`src/rtl/alu_pkg.sv`:
```
// Shared widths, opcode map, FSM encoding and the queued command layout
// for the ALU sequencer.
package alu_pkg;

   localparam int ALU_W = 8;
   localparam int SEL_W = 4;

   localparam logic [SEL_W-1:0] OP_ZERO    = 4'b0000;
   localparam logic [SEL_W-1:0] OP_PASS_A  = 4'b0001;
   localparam logic [SEL_W-1:0] OP_PASS_B  = 4'b0010;
   localparam logic [SEL_W-1:0] OP_NEG_A   = 4'b0011;
   localparam logic [SEL_W-1:0] OP_NEG_B   = 4'b0100;
   localparam logic [SEL_W-1:0] OP_ROR_A   = 4'b0101;
   localparam logic [SEL_W-1:0] OP_ROR_B   = 4'b0110;
   localparam logic [SEL_W-1:0] OP_LT      = 4'b0111;
   localparam logic [SEL_W-1:0] OP_BITWISE = 4'b1000;
   localparam logic [SEL_W-1:0] OP_NOT_A   = 4'b1001;
   localparam logic [SEL_W-1:0] OP_NOT_B   = 4'b1010;
   localparam logic [SEL_W-1:0] OP_SUB     = 4'b1011;
   localparam logic [SEL_W-1:0] OP_ADD     = 4'b1100;
   localparam logic [SEL_W-1:0] OP_ONES    = 4'b1111;

   localparam logic [1:0] ST_IDLE = 2'b00;
   localparam logic [1:0] ST_EXEC = 2'b01;
   localparam logic [1:0] ST_HOLD = 2'b10;

   typedef struct packed {
      logic [SEL_W-1:0] op;
      logic             use_acc;
      logic [ALU_W-1:0] a;
      logic [ALU_W-1:0] b;
   } cmd_t;

   localparam int CMD_W = $bits(cmd_t);

   function automatic logic [ALU_W-1:0] pick_a(input logic use_acc,
                                               input logic [ALU_W-1:0] acc,
                                               input logic [ALU_W-1:0] a);
      return use_acc ? acc : a;
   endfunction

endpackage

```
`src/rtl/cmd_fifo.sv`:
```
// Synchronous FIFO with one wrap bit per pointer so full and empty are
// distinguished without a separate occupancy counter.
module cmd_fifo #(
   parameter int WIDTH = 21,
   parameter int DEPTH = 4
) (
   input  logic             clk,
   input  logic             rst,
   input  logic             push,
   input  logic [WIDTH-1:0] wdata,
   input  logic             pop,
   output logic [WIDTH-1:0] rdata,
   output logic             full,
   output logic             empty
);

   localparam int AW = $clog2(DEPTH);
   localparam logic [AW:0] PTR_ONE = {{AW{1'b0}}, 1'b1};

   logic [WIDTH-1:0] mem_r [DEPTH];
   logic [AW:0]      wr_ptr_r;
   logic [AW:0]      rd_ptr_r;
   logic             do_push_s;
   logic             do_pop_s;

   assign do_push_s = push & ~full;
   assign do_pop_s  = pop & ~empty;
   assign empty     = (wr_ptr_r == rd_ptr_r);
   assign full      = (wr_ptr_r[AW] != rd_ptr_r[AW]) &&
                      (wr_ptr_r[AW-1:0] == rd_ptr_r[AW-1:0]);
   assign rdata     = mem_r[rd_ptr_r[AW-1:0]];

   // pointer advance; reset empties the queue
   always_ff @(posedge clk) begin
      if (rst) begin
         wr_ptr_r <= {(AW+1){1'b0}};
         rd_ptr_r <= {(AW+1){1'b0}};
      end else begin
         if (do_push_s) wr_ptr_r <= wr_ptr_r + PTR_ONE;
         else           wr_ptr_r <= wr_ptr_r;
         if (do_pop_s)  rd_ptr_r <= rd_ptr_r + PTR_ONE;
         else           rd_ptr_r <= rd_ptr_r;
      end
   end

   // entry storage, written only on an accepted push
   always_ff @(posedge clk) begin
      if (do_push_s) mem_r[wr_ptr_r[AW-1:0]] <= wdata;
   end

endmodule

```
`src/rtl/alu_sequencer.sv`:
```
// Queues ALU commands, issues them one at a time to an external combinational
// ALU, and hands each result to the consumer with valid/ready.
module alu_sequencer
   import alu_pkg::*;
#(
   parameter int FIFO_DEPTH = 4
) (
   input  logic             clk,
   input  logic             rst,
   input  logic             cmd_valid,
   output logic             cmd_ready,
   input  logic [SEL_W-1:0] cmd_op,
   input  logic             cmd_use_acc,
   input  logic [ALU_W-1:0] cmd_a,
   input  logic [ALU_W-1:0] cmd_b,
   output logic [SEL_W-1:0] alu_select,
   output logic [ALU_W-1:0] alu_a,
   output logic [ALU_W-1:0] alu_b,
   input  logic [ALU_W-1:0] alu_x,
   output logic             res_valid,
   input  logic             res_ready,
   output logic [ALU_W-1:0] res_data,
   output logic [ALU_W-1:0] acc,
   output logic             busy
);

   logic [1:0]       state_r;
   logic [SEL_W-1:0] sel_r;
   logic [ALU_W-1:0] a_r;
   logic [ALU_W-1:0] b_r;
   logic [ALU_W-1:0] res_data_r;
   logic [ALU_W-1:0] acc_r;
   logic             res_valid_r;

   cmd_t             in_s;
   cmd_t             head_s;
   logic             push_s;
   logic             pop_s;
   logic             fifo_full_s;
   logic             fifo_empty_s;

   assign cmd_ready = ~fifo_full_s & ~rst;
   assign push_s    = cmd_valid & cmd_ready;
   assign in_s      = {cmd_op, cmd_use_acc, cmd_a, cmd_b};

   cmd_fifo #(
      .WIDTH (CMD_W),
      .DEPTH (FIFO_DEPTH)
   ) u_cmd_fifo (
      .clk   (clk),
      .rst   (rst),
      .push  (push_s),
      .wdata (in_s),
      .pop   (pop_s),
      .rdata (head_s),
      .full  (fifo_full_s),
      .empty (fifo_empty_s)
   );

   // head is consumed when idle, or when the held result is being accepted
   always_comb begin
      pop_s = 1'b0;
      case (state_r)
         ST_IDLE: begin
            if (!fifo_empty_s) pop_s = 1'b1;
            else               pop_s = 1'b0;
         end
         ST_HOLD: begin
            if (res_ready && !fifo_empty_s) pop_s = 1'b1;
            else                            pop_s = 1'b0;
         end
         default: pop_s = 1'b0;
      endcase
   end

   // issue / execute / hold sequencing; acc is already current at a pop edge
   always_ff @(posedge clk) begin
      if (rst) begin
         state_r     <= ST_IDLE;
         sel_r       <= {SEL_W{1'b0}};
         a_r         <= {ALU_W{1'b0}};
         b_r         <= {ALU_W{1'b0}};
         res_data_r  <= {ALU_W{1'b0}};
         acc_r       <= {ALU_W{1'b0}};
         res_valid_r <= 1'b0;
      end else begin
         case (state_r)
            ST_IDLE: begin
               if (pop_s) begin
                  sel_r   <= head_s.op;
                  a_r     <= pick_a(head_s.use_acc, acc_r, head_s.a);
                  b_r     <= head_s.b;
                  state_r <= ST_EXEC;
               end else begin
                  state_r <= ST_IDLE;
               end
            end
            ST_EXEC: begin
               res_data_r  <= alu_x;
               acc_r       <= alu_x;
               res_valid_r <= 1'b1;
               state_r     <= ST_HOLD;
            end
            ST_HOLD: begin
               if (res_ready) begin
                  res_valid_r <= 1'b0;
                  if (pop_s) begin
                     sel_r   <= head_s.op;
                     a_r     <= pick_a(head_s.use_acc, acc_r, head_s.a);
                     b_r     <= head_s.b;
                     state_r <= ST_EXEC;
                  end else begin
                     state_r <= ST_IDLE;
                  end
               end else begin
                  state_r <= ST_HOLD;
               end
            end
            default: begin
               state_r     <= ST_IDLE;
               res_valid_r <= 1'b0;
            end
         endcase
      end
   end

   assign alu_select = sel_r;
   assign alu_a      = a_r;
   assign alu_b      = b_r;
   assign res_data   = res_data_r;
   assign res_valid  = res_valid_r;
   assign acc        = acc_r;
   assign busy       = (state_r != ST_IDLE) | ~fifo_empty_s;

endmodule

```
`config.mk`:
```
export PLATFORM = sky130hd
export DESIGN_NAME = alu_sequencer
export DESIGN_NICKNAME = d
export VERILOG_FILES = /design/src/rtl/alu_pkg.sv /design/src/rtl/cmd_fifo.sv /design/src/rtl/alu_sequencer.sv
export SDC_FILE = /design/constraint.sdc
export NUM_CORES = 1
export LEC_CHECK = 0
export CAP_MARGIN = 20
export CORE_MARGIN = 2
export CORE_UTILIZATION = 45
export CTS_CLUSTER_DIAMETER = 30
export DETAILED_ROUTE_END_ITERATION = 16
export MAX_ROUTING_LAYER = met4
export PLACE_DENSITY = 0.69
export REMOVE_ABC_BUFFERS = 1
export SETUP_SLACK_MARGIN = 0.2
export SYNTH_ARGS = -nofsm -noshare
export SYNTH_HDL_FRONTEND = slang
export SYNTH_SLANG_ARGS = --single-unit
```
`constraint.sdc`:
```
create_clock -name clk -period 5.4 [get_ports clk]
set_input_delay 0.81 -clock clk [delete_from_list [all_inputs] [get_ports clk]]
set_output_delay 0.81 -clock clk [all_outputs]
set_load 0.05 [all_outputs]
```
==> flow_metrics.env <==
export IMPL_initial_core_util_pct=45.8
export IMPL_n_antenna_cell=0
export IMPL_yosys_warnings=0
export IMPL_place_gp_congestion=0.754
export IMPL_hold_viol=0
export IMPL_routed_via_density=5.04
export IMPL_start_kind="input pin"
export IMPL_slew_headroom_pct=27.7
export IMPL_clock_latency_ns=0.52
export IMPL_clk_path_buf_depth=2
export IMPL_cts_setup_buffers=0
export IMPL_worstPathRequired_ns=4.59
export IMPL_p_leak_nw=2.10
export IMPL_cts_htree_levels=4
export IMPL_hold_buffers=0
export IMPL_grt_max_degree=34
export IMPL_die_x_um=106
export IMPL_clockPowerShare_pct=33.0
export IMPL_grt_pass1_wl_um=13400
export IMPL_yosys_cell_types_count=30
export IMPL_status="complete, no violations"
export IMPL_syn_area_um2=4690
export IMPL_core_um2=10200
export IMPL_setup_viol_count_final=0
export IMPL_place_area_um2=5470
export IMPL_drive_gt1_share_pct=15.6
export IMPL_drtIter0Drc=80
export IMPL_mostFrequentLayoutCell="edfxtp_1"
export IMPL_worstSetupPathType="input pin to output pin"
export IMPL_slew_violations=0
export IMPL_post_route_util_pct=59.7
export IMPL_syn2layout_area_growth_pct=30.2
export IMPL_cts_root_buf="clkbuf_8"
export IMPL_post_place_ws_ns=2.02
export IMPL_hold_ws_ns=0.495
export IMPL_fp_dieH_um=106
export IMPL_postLayoutCellArea_um2=6110
export IMPL_syn_inst=289
export IMPL_path_delay_family="buffers and inverters"
export IMPL_nFillCells=776
export IMPL_min_period_ns=3.20
export IMPL_drc=0
export IMPL_seq_power_share_pct=36.0
export IMPL_post_route_period_util_pct=59.2
export IMPL_fmax_mhz=313
export IMPL_internal_power_mw=2.26
export IMPL_grt_overflow_total=0
export IMPL_ys_ff_latch=123
export IMPL_portBuffers=71
export IMPL_nNetsFinal=402
export IMPL_crit_top_cell="clkdlybuf4s50_1"
export IMPL_ios=72
export IMPL_ant_nets=0
export IMPL_cts_sinks=123
export IMPL_final_cell_mix="edfxtp_1 (84), clkdlybuf4s50_1 (71), dfxtp_1 (39)"
export IMPL_clock_skew_ns=0.0119
export IMPL_post_drt_wl_per_cell_um=16.5
export IMPL_ir_drop_uv=352
export IMPL_worst_path_buf_inv=3
export IMPL_dr_pass1_iters=4
export IMPL_swShare_pct=32.7
export IMPL_dp_hpwl_um=5130
export IMPL_crit_path_end_kind="output pin"
export IMPL_wirelength_um=8470
export IMPL_cts_resized=0
export IMPL_row_count=37
export IMPL_path_cells="clkdlybuf4s50_1 -> buf_4 -> nor2_1 -> clkdlybuf4s50_1"
export IMPL_cts_tree="done"
export IMPL_pwr_share_comb_pct=31.0
export IMPL_crit_fanout=30
export IMPL_syn_area_per_cell_um2=16.2
export IMPL_p_per_area_nw_per_um2=550
export IMPL_cts_buffers=17
export IMPL_cap_violations=0
export IMPL_hold_path_class="register to register"
export IMPL_synth_seq_area_share_pct=70.4
export IMPL_dieArea_um2=11300
export IMPL_cp_slowest_stage_delay_ns=0.80
export IMPL_grt_pass1_vias=2596
export IMPL_antenna_found_initial=0
export IMPL_rsz0062_at_grt="false"
export IMPL_crit_arrival_ns=2.39
export IMPL_worstMarginPinSlew_ns=1.08
export IMPL_crit_slowest_cell="clkdlybuf4s50_1"
export IMPL_setup_slack_ns=2.20
export IMPL_vias=2583
export IMPL_grt_usage_pct=16.5
export IMPL_clk_pin_slew_ns=0.05
export IMPL_fin_setup_tns_ns=0
export IMPL_p_sw_mw=1.10
## cells by family (layout without fill, tap and decap cells)
logic type	count (synthesis)	in the layout	share of synthesized area, %
flip-flops	123	123	70.4
AND/OR/NAND/NOR	50	50	4.53
buffers and inverters	27	115	3.33
multiplexers	42	42	14.6
adder cells (fa/ha/maj)	5	5	1.33
XOR/XNOR	6	6	1.12
AO/OA/AOI/OAI	36	36	4.69
## through the flow
| stage | cells | power, mW |
|---|---|---|
| floorplan | 267 | 1.92 |
| global placement | 479 | 2.24 |
| detailed placement | 479 | 2.26 |
| CTS | 511 | 3.37 |
| global route | 513 | 3.50 |
| finish | 513 | 3.36 |
## final cells by class
cell class	count	area (um^2)	share of cell area (%)
multi-input cells	139	1230	20.2
clock buffers	21	449	7.35
clock inverters	11	143	2.34
flip-flops and latches	123	3300	54.1
inverters	5	18.8	0.307
repair buffers	78	791	12.9
well taps	136	170	2.79
## power by group through the flow
| stage | sequential [mW] | clock [mW] | combinational, mW |
|---|---|---|---|
| floorplan | 1.55 | 0 | 0.377 |
| global placement | 1.24 | 0 | 1.00 |
| detailed placement | 1.24 | 0 | 1.02 |
| CTS | 1.23 | 1.12 | 1.02 |
| global route | 1.23 | 1.17 | 1.11 |
| finish | 1.21 | 1.11 | 1.04 |
## sequential cells by signal, summed over array words and instances, names as in the netlist, named ones only
register,flops
res_valid,1
alu_b,8
u_cmd_fifo.rd_ptr_r,3
state_r,2
u_cmd_fifo.wr_ptr_r,3
u_cmd_fifo.mem_r,84
alu_a,8
acc,8
alu_select,4
## worst reg2reg max path: stages, from the launching register on
cell     delay [ns]
dfxtp_1        0.32
xnor2_1        0.44
o311a_1        0.30
and2_1         0.87
## cell usage after synthesis
library cell  count  area, um^2
a21o_1            1        7.51
a21oi_1          20         100
a311oi_4          1        26.3
and2_1            4        25.0
buf_1             1        3.75
buf_2             2        10.0
buf_4             8        60.1
buf_6             3        33.8
clkbuf_1          8        30.0
dfxtp_1          39         781
edfxtp_1         84        2520
ha_1              5        62.6
inv_1             5        18.8
mux2i_1          21         210
mux4_2           21         473
nand2_1          19        71.3
nand2b_1          1        6.26
nand3_1           1        5.00
nand4_1           1        6.26
nor2_1           20        75.1
nor2b_1           2        12.5
nor3_1            1        5.00
o211a_1           1        10.0
o21ai_0          10        50.1
o311a_1           1        10.0
o311ai_1          1        8.76
o31ai_1           1        7.51
or3_1             1        6.26
xnor2_1           4        35.0
xor2_1            2        17.5
## path summary, 6_finish.rpt
kind	from	to	slack, ns	cells past startpoint
setup / recovery	rst	cmd_ready	2.20	4
hold reg to reg	alu_select[1]	alu_select[1]	0.49	2
setup reg to reg	u_cmd_fifo.wr_ptr_r[2]	u_cmd_fifo.mem_r[0][2]	3.07	3
hold / removal	alu_select[1]	alu_select[1]	0.49	2
## layer usage
metal / track usage, % / wire (um) / share of wire (%)
met2: 26.7 / 4250 / 50
met4: 5.73 / 78 / 0.92
met1: 19.6 / 3770 / 44
met5: - / 0 / 0
met3: 5.52 / 377 / 4.4
Power figures use the tool's default switching activity.
